--- config.mk ---
export PLATFORM = sky130hd
export DESIGN_NAME = uart_rx_fifo
export DESIGN_NICKNAME = d
export VERILOG_FILES = /design/src/rtl/uart_rx_fifo.sv
export SDC_FILE = /design/constraint.sdc
export NUM_CORES = 1
export LEC_CHECK = 0
export BUFFER_PORTS_ARGS = -buffer_cell sky130_fd_sc_hd__buf_4
export CAP_MARGIN = 25
export CORE_UTILIZATION = 45
export CTS_CLUSTER_SIZE = 8
export DETAILED_ROUTE_END_ITERATION = 7
export SKIP_LAST_GASP = 1
export SYNTH_ARGS = -nofsm -noshare
export SYNTH_HDL_FRONTEND = slang
export SYNTH_SLANG_ARGS = --single-unit
export TNS_END_PERCENT = 50
--- constraint.sdc ---
create_clock -name clk -period 7.2 [get_ports clk]
set_clock_uncertainty 0.15 [all_clocks]
set_input_delay 0.72 -clock clk [delete_from_list [all_inputs] [get_ports clk]]
set_output_delay 0.72 -clock clk [all_outputs]
set_load 0.01 [all_outputs]
--- src/rtl/uart_rx_fifo.sv ---
// uart_rx_fifo: 8N1 serial receiver (8E1 when UART_RX_PARITY_EN is defined) feeding a FWFT byte FIFO.
// Latency: a byte is pushed in the mid-stop sample cycle; rx_valid rises on the next cycle.
// Backpressure: rx_ready low holds bytes in the FIFO; a good byte arriving while full is dropped and pulses overrun.
module uart_rx_fifo #(
    parameter int CLK_HZ     = 140000000,
    parameter int SCLK_HZ    = 115200,
    parameter int DEPTH_FIFO = 3
) (
    input  logic       clk,
    input  logic       reset,
    input  logic       uart_rxd,
    output logic [7:0] rx_data,
    output logic       rx_valid,
    input  logic       rx_ready,
    output logic       frame_error,
    output logic       overrun,
    output logic       busy
);
    localparam int DIV     = CLK_HZ / SCLK_HZ;
    localparam int HALF    = DIV / 2;
    localparam int CNT_W   = $clog2(DIV + 1);
    localparam int ENTRIES = 1 << DEPTH_FIFO;
    localparam logic [CNT_W-1:0]      CNT_ONE  = CNT_W'(1);
    localparam logic [CNT_W-1:0]      CNT_HALF = CNT_W'(HALF - 1);
    localparam logic [CNT_W-1:0]      CNT_BIT  = CNT_W'(DIV - 1);
    localparam logic [DEPTH_FIFO:0]   CNT_FULL = (DEPTH_FIFO + 1)'(ENTRIES);
    localparam logic [DEPTH_FIFO:0]   OCC_ONE  = (DEPTH_FIFO + 1)'(1);
    localparam logic [DEPTH_FIFO-1:0] PTR_ONE  = DEPTH_FIFO'(1);

`ifdef UART_RX_PARITY_EN
    typedef enum logic [2:0] {S_IDLE, S_START, S_DATA, S_PARITY, S_STOP} state_t;
`else
    typedef enum logic [1:0] {S_IDLE, S_START, S_DATA, S_STOP} state_t;
`endif

    state_t                state, state_nxt;
    logic                  rxd_s1, rxd_s2, rxd_prev;
    logic                  fall;
    logic [CNT_W-1:0]      cnt;
    logic [2:0]            bit_idx;
    logic [7:0]            shreg;
`ifdef UART_RX_PARITY_EN
    logic                  par_bit;
`endif
    logic                  half_hit, bit_hit, stop_hit, frame_ok, push_req, bad_frame;
    logic [7:0]            mem [ENTRIES];
    logic [DEPTH_FIFO-1:0] wr_ptr, rd_ptr;
    logic [DEPTH_FIFO:0]   occ;
    logic                  full, pop, push;

    // Idle-high line: synchronizer resets to 1 so reset release never looks like a start edge.
    always_ff @(posedge clk or posedge reset) begin
        if (reset) begin
            rxd_s1   <= 1'b1;
            rxd_s2   <= 1'b1;
            rxd_prev <= 1'b1;
        end else begin
            rxd_s1   <= uart_rxd;
            rxd_s2   <= rxd_s1;
            rxd_prev <= rxd_s2;
        end
    end

    assign fall     = rxd_prev && !rxd_s2;
    assign half_hit = (cnt == CNT_HALF);
    assign bit_hit  = (cnt == CNT_BIT);

    always_ff @(posedge clk or posedge reset) begin
        if (reset) state <= S_IDLE;
        else       state <= state_nxt;
    end

    always_comb begin
        state_nxt = state;
        unique case (state)
            S_IDLE:   if (fall) state_nxt = S_START;
            S_START:  if (half_hit) state_nxt = rxd_s2 ? S_IDLE : S_DATA;
`ifdef UART_RX_PARITY_EN
            S_DATA:   if (bit_hit && bit_idx == 3'd7) state_nxt = S_PARITY;
            S_PARITY: if (bit_hit) state_nxt = S_STOP;
`else
            S_DATA:   if (bit_hit && bit_idx == 3'd7) state_nxt = S_STOP;
`endif
            S_STOP:   if (bit_hit) state_nxt = S_IDLE;
            default:  state_nxt = S_IDLE;
        endcase
    end

    // Leaving STOP at mid-bit lets a start edge half a bit later be caught.
    always_comb begin
        busy     = (state != S_IDLE);
        stop_hit = (state == S_STOP) && bit_hit;
`ifdef UART_RX_PARITY_EN
        frame_ok = rxd_s2 && !(^{shreg, par_bit});
`else
        frame_ok = rxd_s2;
`endif
        push_req  = stop_hit && frame_ok;
        bad_frame = stop_hit && !frame_ok;
    end

    always_ff @(posedge clk or posedge reset) begin
        if (reset) begin
            cnt     <= '0;
            bit_idx <= '0;
            shreg   <= '0;
`ifdef UART_RX_PARITY_EN
            par_bit <= 1'b0;
`endif
        end else begin
            if (state == S_IDLE || (state == S_START && half_hit) || bit_hit) cnt <= '0;
            else cnt <= cnt + CNT_ONE;
            if (state == S_START) bit_idx <= '0;
            if (state == S_DATA && bit_hit) begin
                shreg   <= {rxd_s2, shreg[7:1]};
                bit_idx <= bit_idx + 3'd1;
            end
`ifdef UART_RX_PARITY_EN
            if (state == S_PARITY && bit_hit) par_bit <= rxd_s2;
`endif
        end
    end

    // A pop in the push cycle frees the slot, so a full FIFO still accepts.
    assign full     = (occ == CNT_FULL);
    assign rx_valid = (occ != '0);
    assign pop      = rx_valid && rx_ready;
    assign push     = push_req && (!full || pop);
    assign rx_data  = rx_valid ? mem[rd_ptr] : 8'h00;

    always_ff @(posedge clk) begin
        if (push) mem[wr_ptr] <= shreg;
    end

    always_ff @(posedge clk or posedge reset) begin
        if (reset) begin
            wr_ptr      <= '0;
            rd_ptr      <= '0;
            occ         <= '0;
            frame_error <= 1'b0;
            overrun     <= 1'b0;
        end else begin
            if (push) wr_ptr <= wr_ptr + PTR_ONE;
            if (pop)  rd_ptr <= rd_ptr + PTR_ONE;
            if (push && !pop)      occ <= occ + OCC_ONE;
            else if (pop && !push) occ <= occ - OCC_ONE;
            frame_error <= bad_frame;
            overrun     <= push_req && full && !pop;
        end
    end
endmodule
==> results_dict.tcl, run 1 <==
set metrics [dict create \
    hold_depth 0 \
    gp_congestion 0.7779 \
    muxShareOfSynthArea 0.1334 \
    synthesis.instances 277 \
    cts_htree_levels 3 \
    num_antenna_cells 0 \
    maxSlewViolCount 0 \
    drt_iter0_markers 102 \
    synth-adder-area-share 0.03008 \
    syn_nets 291 \
    path_cells "nor4_4, inv_1, nand2_1, ha_1, inv_1, ha_1, a21o_1, a2111oi_0, o31ai_1" \
    reg2reg_slack_ns 4.15 \
    peakVddDrop_mv 0.1025 \
    rows 35 \
    die_h_um 101.0 \
    drt.antenna.violating_nets 0 \
    crit_path_top_delay_cell "nor4_4" \
    final_hold_viol_count 0 \
    cts.sinks 103 \
    setup.worst_path.start_class "register" \
    cts-root-buf "clkbuf_8" \
    cts_tree "yes" \
    holdCritPathClass "register to register" \
    cts.path.max_buffers 2 \
    fillCellCount 788 \
    synth_compound_area_frac 0.02696 \
    fp.dieArea_um2 10200 \
    num_vias 2267 \
    synth_top_flop_cell "edfxtp_1" \
    hold_start "rxd_s1" \
    grt_util_all_layers 0.1714 \
    fin_tns_setup_ns 0 \
    cp.arrival_ns 3.15 \
    gr-total-overflow 0 \
    leakage_nw 2.054 \
    ys_seq_area_frac 0.6581 \
    die_w_um 101.0 \
    required_ns 7.30 \
    worstMarginPinSlew_ns 0.9478 \
    synth_top_family_by_area "multiplexers" \
    finalNetCount 311 \
    postPlaceCellArea_um2 4684 \
    core-area_um2 9371 \
    path_class "register to register" \
    grt_max_degree 40 \
    drc 0 \
    synth_edf_count 64 \
    p_per_area_nw_per_um2 225.2 \
    rsz0062_at_grt "no" \
    path_clk_slew_ns 0.11 \
    synth.most_common_cell "edfxtp_1" \
    start_util 0.4705 \
    viasPerCell 5.260 \
    netlist_area_um2 4409 \
    synthTopCellsByArea "edfxtp_1 44%, dfrtp_1 20%, mux4_2 8.2%" \
    syn_area_per_cell_um2 15.92 \
    io_pins 16 \
    dp_hpwl_mm 4.852 \
    cts_resized 0 \
    yosys.area.top_type "edfxtp_1" \
    max_slew_margin 0.3658 \
    syn_to_final_growth_pct 11.27 \
    critPathCaptureType "register" \
    grt_pass1_vias 2323 \
    finalCriticalPeriod_ns 3.055 \
    crit_buf_inv 2 \
    r2r_start "occ[2]" \
    cp_top_family "simple AND/OR/NAND/NOR gates" \
    finalSetupViolCount 0 \
    crit_path_max_fanout 9 \
    antenna_found_initial 0 \
    synth-xor-area-share 0.02980 \
    fmax_mhz 327.3 \
    synthTopCellsByCount "64 x edfxtp_1, 36 x dfrtp_1, 22 x nor2_1" \
    whs_endpoint "frame_ok" \
    synth_cell_types 51 \
    cts_made_buffers 9 \
    async_flop_share 0.3786 \
    period_share 0.4243 \
    startpoint "occ[2]" \
    wl_per_cell_um 17.84 \
    port_buffers 15 \
    final_cell_area_um2 4906 \
    ys_ff_latch 103 \
    cts_hold_buf 0 \
    dr.pass1.iters 4 \
    yosysWarningCount 0 \
    synth-simple-area-share 0.1024 \
    post-cts-setup-buffers 0 \
    synth.top_cell.area_share 0.4359 \
    drv_cap 0 \
    r2r_end "occ[3]" \
    layout-drive-gt1-share 0.2616 \
    clock_latency_ns 0.37 \
    ff2ff_path_depth 9 \
    slowest_delay_ns 0.65 \
    status "complete, no violations" \
    wl_mm 7.690 \
    grt_first_pass_wirelength_mm 12.57 \
]
-- stage by stage --
stage | total power [mW] | setup WS [ns] | util | hold slack [ns] | instances
floorplan | 0.7075 | 4.454 | - | 0.1952 | 277
global placement | 0.7231 | 4.140 | 0.4999 | 0.1981 | 415
detailed placement | 0.7239 | 4.057 | 0.4999 | 0.1985 | 415
CTS | 1.116 | 4.033 | 0.5235 | 0.2147 | 431
global route | 1.152 | 3.786 | 0.5235 | 0.2162 | 431
finish | 1.105 | 4.145 | 0.5235 | 0.2140 | 431
-- worst max path at each step --
stage | slack, ns | end | cells after the start
finish | 4.15 | occ[3] | 9
global route | 3.79 | occ[3] | 9
CTS | 4.03 | occ[3] | 9
detailed placement | 4.06 | occ[3] | 9
global placement | 4.14 | occ[3] | 9
floorplan | 4.45 | occ[3] | 13
-- layout by cell type, fill, tap and decap left out, drive strengths merged, types with 8 or more instances in the layout --
| cell | count |
|---|---|
| buf | 19 |
| clkbuf | 9 |
| dfrtp | 36 |
| edfxtp | 64 |
| ha | 9 |
| inv | 12 |
| mux2 | 11 |
| mux2i | 10 |
| mux4 | 16 |
| nand2 | 11 |
| nor2 | 23 |
| nor3 | 10 |
| xnor2 | 8 |
-- flip-flops by register name (all words and copies together) (netlist names), named ones only --
register,cells
bit_idx,3
cnt,11
frame_error,1
frame_ok,1
mem,64
occ,4
overrun,1
rd_ptr,3
rxd_prev,1
rxd_s1,1
shreg,8
state,1
wr_ptr,3
-- per-layer routing --
metal  track usage  wire (µm)  vias to the layer above  part of all wire
met1        0.2394       3665                     1121              0.48
li1              -          -                     1089                 -
met2        0.2634       3582                       40              0.47
met4       0.08027        195                        0             0.025
met3       0.02913        246                       17             0.032
met5             0          0                        -                 0
-- cell type report --
cell class	count	area (µm²)	area share
Clock inverter	7	97.59	0.01989
Timing Repair Buffer	19	142.6	0.02907
Tap cell	129	161.4	0.03290
Sequential cell	103	2902	0.5914
Inverter	8	30.03	0.006121
Clock buffer	9	123.9	0.02525
Multi-Input combinational cell	156	1449	0.2953
-- power by group --
part,total (mW),switching [mW],internal [mW],leakage [nW]
clock,0.395,0.222,0.173,0.113
sequential,0.657,0.0195,0.637,1.27
combinational,0.0534,0.0301,0.0233,0.672
total,1.10,0.271,0.833,2.05
-- kinds of logic after synthesis --
family,after synthesis
AO/OA/AOI/OAI,18
flip-flops,103
multiplexers,37
adder cells (fa/ha/maj),10
XOR/XNOR,15
AND/OR/NAND/NOR,76
buffers and inverters,18
Power figures use the tool's default switching activity.
==> run 2: changes to the inputs <==
Clock period 7.2 ns to 2.72 ns, I/O delays scaled along.
==> results_dict.tcl, run 2 (same netlist as run 1, synthesis figures left out) <==
set metrics [dict create \
    fin_cells 456 \
    crit_path_max_fanout 5 \
    grt_first_pass_wirelength_mm 12.97 \
    io_pins 16 \
    leakage_nw 2.167 \
    antenna_found_initial 0 \
    maxSlewViolCount 0 \
    finalSetupViolCount 0 \
    wl_met3_um 171 \
    wl_mm 7.848 \
    largest_register_ffs 64 \
    r2r_end "occ[3]" \
    status "complete, no violations" \
    final_cell_mix "64 x edfxtp_1, 42 x buf_4, 36 x dfrtp_1" \
    regMostFlops "mem" \
    num_vias 2412 \
    ff2ff_path_depth 13 \
    max_slew_margin 0.4509 \
    final_common_cell "edfxtp_1" \
    cts-root-buf "clkbuf_8" \
    p_comb_frac 0.068 \
    fmax_mhz 383.1 \
    gr-total-overflow 0 \
    dp_hpwl_mm 5.280 \
    start_util 0.4705 \
    gp_congestion 0.7848 \
    p_per_area_nw_per_um2 566.5 \
    cts_tree "yes" \
    dr_wl_met2_mm 4.016 \
    grt_max_degree 40 \
    layout-drive-gt1-share 0.3180 \
    reg2reg_slack_ns 0.11 \
    finalNetCount 336 \
    power_frac_seq 0.596 \
    hold_depth 4 \
    p_sw_mw 0.6783 \
    viasPerCell 5.289 \
    drv_cap 0 \
    cp.arrival_ns 2.70 \
    core-area_um2 9371 \
    num_antenna_cells 0 \
    setup.worst_path.start_class "register" \
    drt.antenna.violating_nets 0 \
    place_ws_ns 0.02219 \
    peakVddDrop_mv 0.2826 \
    fp.dieArea_um2 10200 \
    power_mw 2.888 \
    clockPowerShare 0.336 \
    path_class "register to register" \
    wl_per_cell_um 17.21 \
    switching_share 0.2348 \
    r2r_start "cnt[0]" \
    port_buffers 15 \
    grt_util_all_layers 0.1751 \
    required_ns 2.81 \
    rsz0062_at_grt "no" \
    cts.sinks 103 \
    drt_iter0_markers 92 \
    period_share 0.9596 \
    critPathCaptureType "register" \
    dr.max_layer_used "met4" \
    p_int_mw 2.210 \
    path_clk_slew_ns 0.09 \
    rows 35 \
    place_inst 437 \
    dr.pass1.iters 4 \
    syn_to_final_growth_pct 15.64 \
    whs_endpoint "overrun" \
    die_h_um 101.0 \
    cts_htree_levels 3 \
    clock_latency_ns 0.36 \
    finalWorstSetupSlack_ns 0.1100 \
    grt_pass1_vias 2498 \
    hold_start "rx_ready" \
    fin_tns_setup_ns 0 \
    final_hold_viol_count 0 \
    worstMarginPinSlew_ns 0.8236 \
    holdCritPathClass "input port to register" \
    finalCriticalPeriod_ns 2.610 \
    die_w_um 101.0 \
    drc 0 \
    reg_top3 "mem (64), cnt (11), shreg (8)" \
    cts.path.max_buffers 2 \
    fillCellCount 801 \
    wl_met1_mm 3.573 \
    cts_made_buffers 9 \
]
run 2: what timing repair did:
item                                    in CTS  in global routing
resized for setup                            1                  4
pin swaps                                    0                  2
endpoints found under the setup margin       1                  1
setup buffers                                0                  1
hold endpoints to repair                    37                  0
hold buffers                                 2                  0
run 2: stage by stage:
| step | hold WS (ns) | utilization | instance area, µm² |
|---|---|---|---|
| after floorplan | 0.1265 | - | 4418 |
| after global placement | 0.2072 | 0.5163 | 4838 |
| after detailed placement | 0.2022 | 0.5163 | 4838 |
| after CTS | 0.04103 | 0.5410 | 5070 |
| after global routing | 0.06570 | 0.5441 | 5099 |
| final | 0.06213 | 0.5441 | 5099 |
run 2: worst max-delay path, cell delays in order (launching register included):
cell	delay [ns]
dfrtp_1	0.40
inv_1	0.06
ha_1	0.13
and4b_1	0.20
and4_4	0.26
nand2_4	0.05
inv_2	0.07
ha_4	0.15
inv_2	0.06
ha_1	0.27
a21o_1	0.20
a21oi_2	0.16
mux2i_1	0.22
o31ai_1	0.10
run 2: power groups by stage:
stage	clock network (mW)	logic, mW	registers, mW
after floorplan	0	0.120	1.75
after global routing	1.05	0.223	1.73
after detailed placement	0	0.183	1.76
after CTS	0.992	0.186	1.72
final	0.970	0.196	1.72
after global placement	0	0.178	1.76
run 2: area by class of cell:
cell class / instances / area [µm²] / area share
Sequential cell: 103 / 2902 / 0.5691
Multi-Input combinational cell: 156 / 1463 / 0.2869
Timing Repair Buffer: 44 / 335.3 / 0.06577
Tap cell: 129 / 161.4 / 0.03166
Clock buffer: 9 / 123.9 / 0.02429
Clock inverter: 7 / 83.83 / 0.01644
Inverter: 8 / 30.03 / 0.005890
run 2: worst max-delay path by stage:
| stage | start | to | slack [ns] | depth (start not counted) |
|---|---|---|---|---|
| after floorplan | cnt[0] | occ[3] | 0.03 | 13 |
| after global placement | cnt[0] | occ[3] | 0.11 | 12 |
| after detailed placement | cnt[0] | occ[3] | 0.02 | 13 |
| after CTS | cnt[0] | occ[3] | 0.01 | 12 |
| after global routing | cnt[0] | occ[3] | 0.02 | 13 |
| final | cnt[0] | occ[3] | 0.11 | 13 |
run 2: layer usage:
metal / vias up / global-route usage
met1: 1222 / 0.2245
met5: - / 0
met3: 8 / 0.03329
met4: 0 / 0.05686
met2: 38 / 0.3014
li1: 1144 / -
==> run 3: changes to the inputs <==
Settings changed: RECOVER_POWER set to 25.
==> results_dict.tcl, run 3 (same netlist as run 1, synthesis figures left out) <==
set metrics [dict create \
    io_pins 16 \
    cts_made_buffers 9 \
    fp.dieArea_um2 10200 \
    final_hold_viol_count 0 \
    maxSlewViolCount 0 \
    start_util 0.4705 \
    leakage_nw 2.163 \
    drc 0 \
    grt_first_pass_wirelength_mm 12.97 \
    critPathCaptureType "register" \
    finalCriticalPeriod_ns 2.609 \
    required_ns 2.81 \
    cts.sinks 103 \
    clockPowerShare 0.336 \
    path_clk_slew_ns 0.09 \
    rsz0062_at_grt "no" \
    drt_iter0_markers 92 \
    die_h_um 101.0 \
    fin_tns_setup_ns 0 \
    num_vias 2410 \
    cp.arrival_ns 2.70 \
    finalSetupViolCount 0 \
    path_class "register to register" \
    postPlaceCellArea_um2 4838 \
    p_int_mw 2.209 \
    final_common_cell "edfxtp_1" \
    grt_max_degree 40 \
    cts_tree "yes" \
    power_frac_seq 0.597 \
    fmax_mhz 383.3 \
    regMostFlops "mem" \
    path_cells "inv_1, ha_1, and4b_1, and4_4, nand2_4, inv_2, ha_4, inv_2, ha_1, a21o_1, a21oi_2, mux2i_1, o31ai_1" \
    gr-total-overflow 0 \
    layout-drive-gt1-share 0.3150 \
    cts.path.max_buffers 2 \
    viasPerCell 5.285 \
    slowest_delay_ns 0.40 \
    period_share 0.9592 \
    largest_register_ffs 64 \
    final_cell_mix "64 x edfxtp_1, 40 x buf_4, 36 x dfrtp_1" \
    grt_util_all_layers 0.1751 \
    switching_share 0.2348 \
    p_sw_mw 0.6779 \
    reg_top3 "mem (64), cnt (11), shreg (8)" \
    dp_hpwl_mm 5.280 \
    max_slew_margin 0.4509 \
    core-area_um2 9371 \
    grt_busiest_layer "met2" \
    worstMarginPinSlew_ns 0.8236 \
    finalNetCount 336 \
    peakVddDrop_mv 0.2826 \
    syn_to_final_growth_pct 15.55 \
    hold_ws_ns 0.06219 \
    grtUsageMet1 0.2245 \
    antenna_found_initial 0 \
    grt.met3_usage 0.03329 \
    cts_htree_levels 3 \
    wl_per_cell_um 17.22 \
    drt.antenna.violating_nets 0 \
    setup.worst_path.start_class "register" \
    die_w_um 101.0 \
    crit_path_top_delay_cell "dfrtp_1" \
    p_comb_frac 0.068 \
    use_met2 0.3014 \
    grt_pass1_vias 2498 \
    cts-root-buf "clkbuf_8" \
    drv_cap 0 \
    status "complete, no violations" \
    holdCritPathClass "input port to register" \
    cp_top_family "adder cells" \
    p_per_area_nw_per_um2 566.7 \
    rows 35 \
    crit_path_max_fanout 5 \
    crit_buf_inv 3 \
    clock_latency_ns 0.36 \
    port_buffers 15 \
    final_cell_area_um2 5095 \
    gp_congestion 0.7848 \
    dr.pass1.iters 4 \
    wl_mm 7.851 \
    num_antenna_cells 0 \
]
## run 3: changes by cell type in the layout (fill, tap and decap cells not counted)
cell	before	now
clkbuf_4	0	1
clkbuf_1	0	1
buf_4	42	40
## run 3: what timing repair did
| item | CTS | global route |
|---|---|---|
| pin swaps | 0 | 2 |
| hold endpoints to repair | 37 | 0 |
| cloned | 0 | 0 |
| setup buffers | 0 | 1 |
| endpoints found under the setup margin | 1 | 1 |
| gates resized for setup | 1 | 4 |
| hold buffers | 2 | 0 |
## run 3: worst paths after layout
check                      startpoint        to  slack (ns)  cells after the start
setup reg to reg               cnt[0]    occ[3]        0.11                     13
setup / recovery               cnt[0]    occ[3]        0.11                     13
max in group asynchronous       reset  frame_ok        1.62                      4
min in group asynchronous       reset    occ[2]        0.44                      4
hold reg to reg                rxd_s1  frame_ok        0.22                      0
hold / removal               rx_ready   overrun        0.06                      4
## run 3: area by class of cell
type	count	area (µm²)
clock buffers	9	123.9
clock inverters	7	83.83
fillers	800	4277
inverters	8	30.03
multi-input cells	156	1463
flip-flops and latches	103	2902
well taps	129	161.4
repair buffers	44	331.6
## run 3: power by group through the flow
stage	combinational (mW)	sequential [mW]	clock (mW)
after CTS	0.186	1.72	0.992
after global routing	0.222	1.73	1.05
after floorplan	0.120	1.75	0
after global placement	0.178	1.76	0
final	0.195	1.72	0.969
after detailed placement	0.183	1.76	0
## run 3: metal layers
layer,vias up,routed length [µm]
li1,1142,-
met2,38,4020
met3,8,169
met5,-,0
met4,0,87
met1,1222,3573
## run 3: through the flow
| step | util | power (mW) | worst slack, ns | std cells |
|---|---|---|---|---|
| global placement | 0.5163 | 1.933 | 0.1099 | 437 |
| detailed placement | 0.5163 | 1.940 | 0.02219 | 437 |
| CTS | 0.5410 | 2.901 | 0.01208 | 455 |
| global route | 0.5437 | 3.002 | 0.01871 | 456 |
| floorplan | - | 1.873 | 0.02525 | 277 |
| finish | 0.5437 | 2.887 | 0.1109 | 456 |
## run 3: worst min-delay path, stage by stage
cell     delay, ns
buf_4         0.10
inv_1         0.06
nand3_1       0.07
nor3_1        0.05
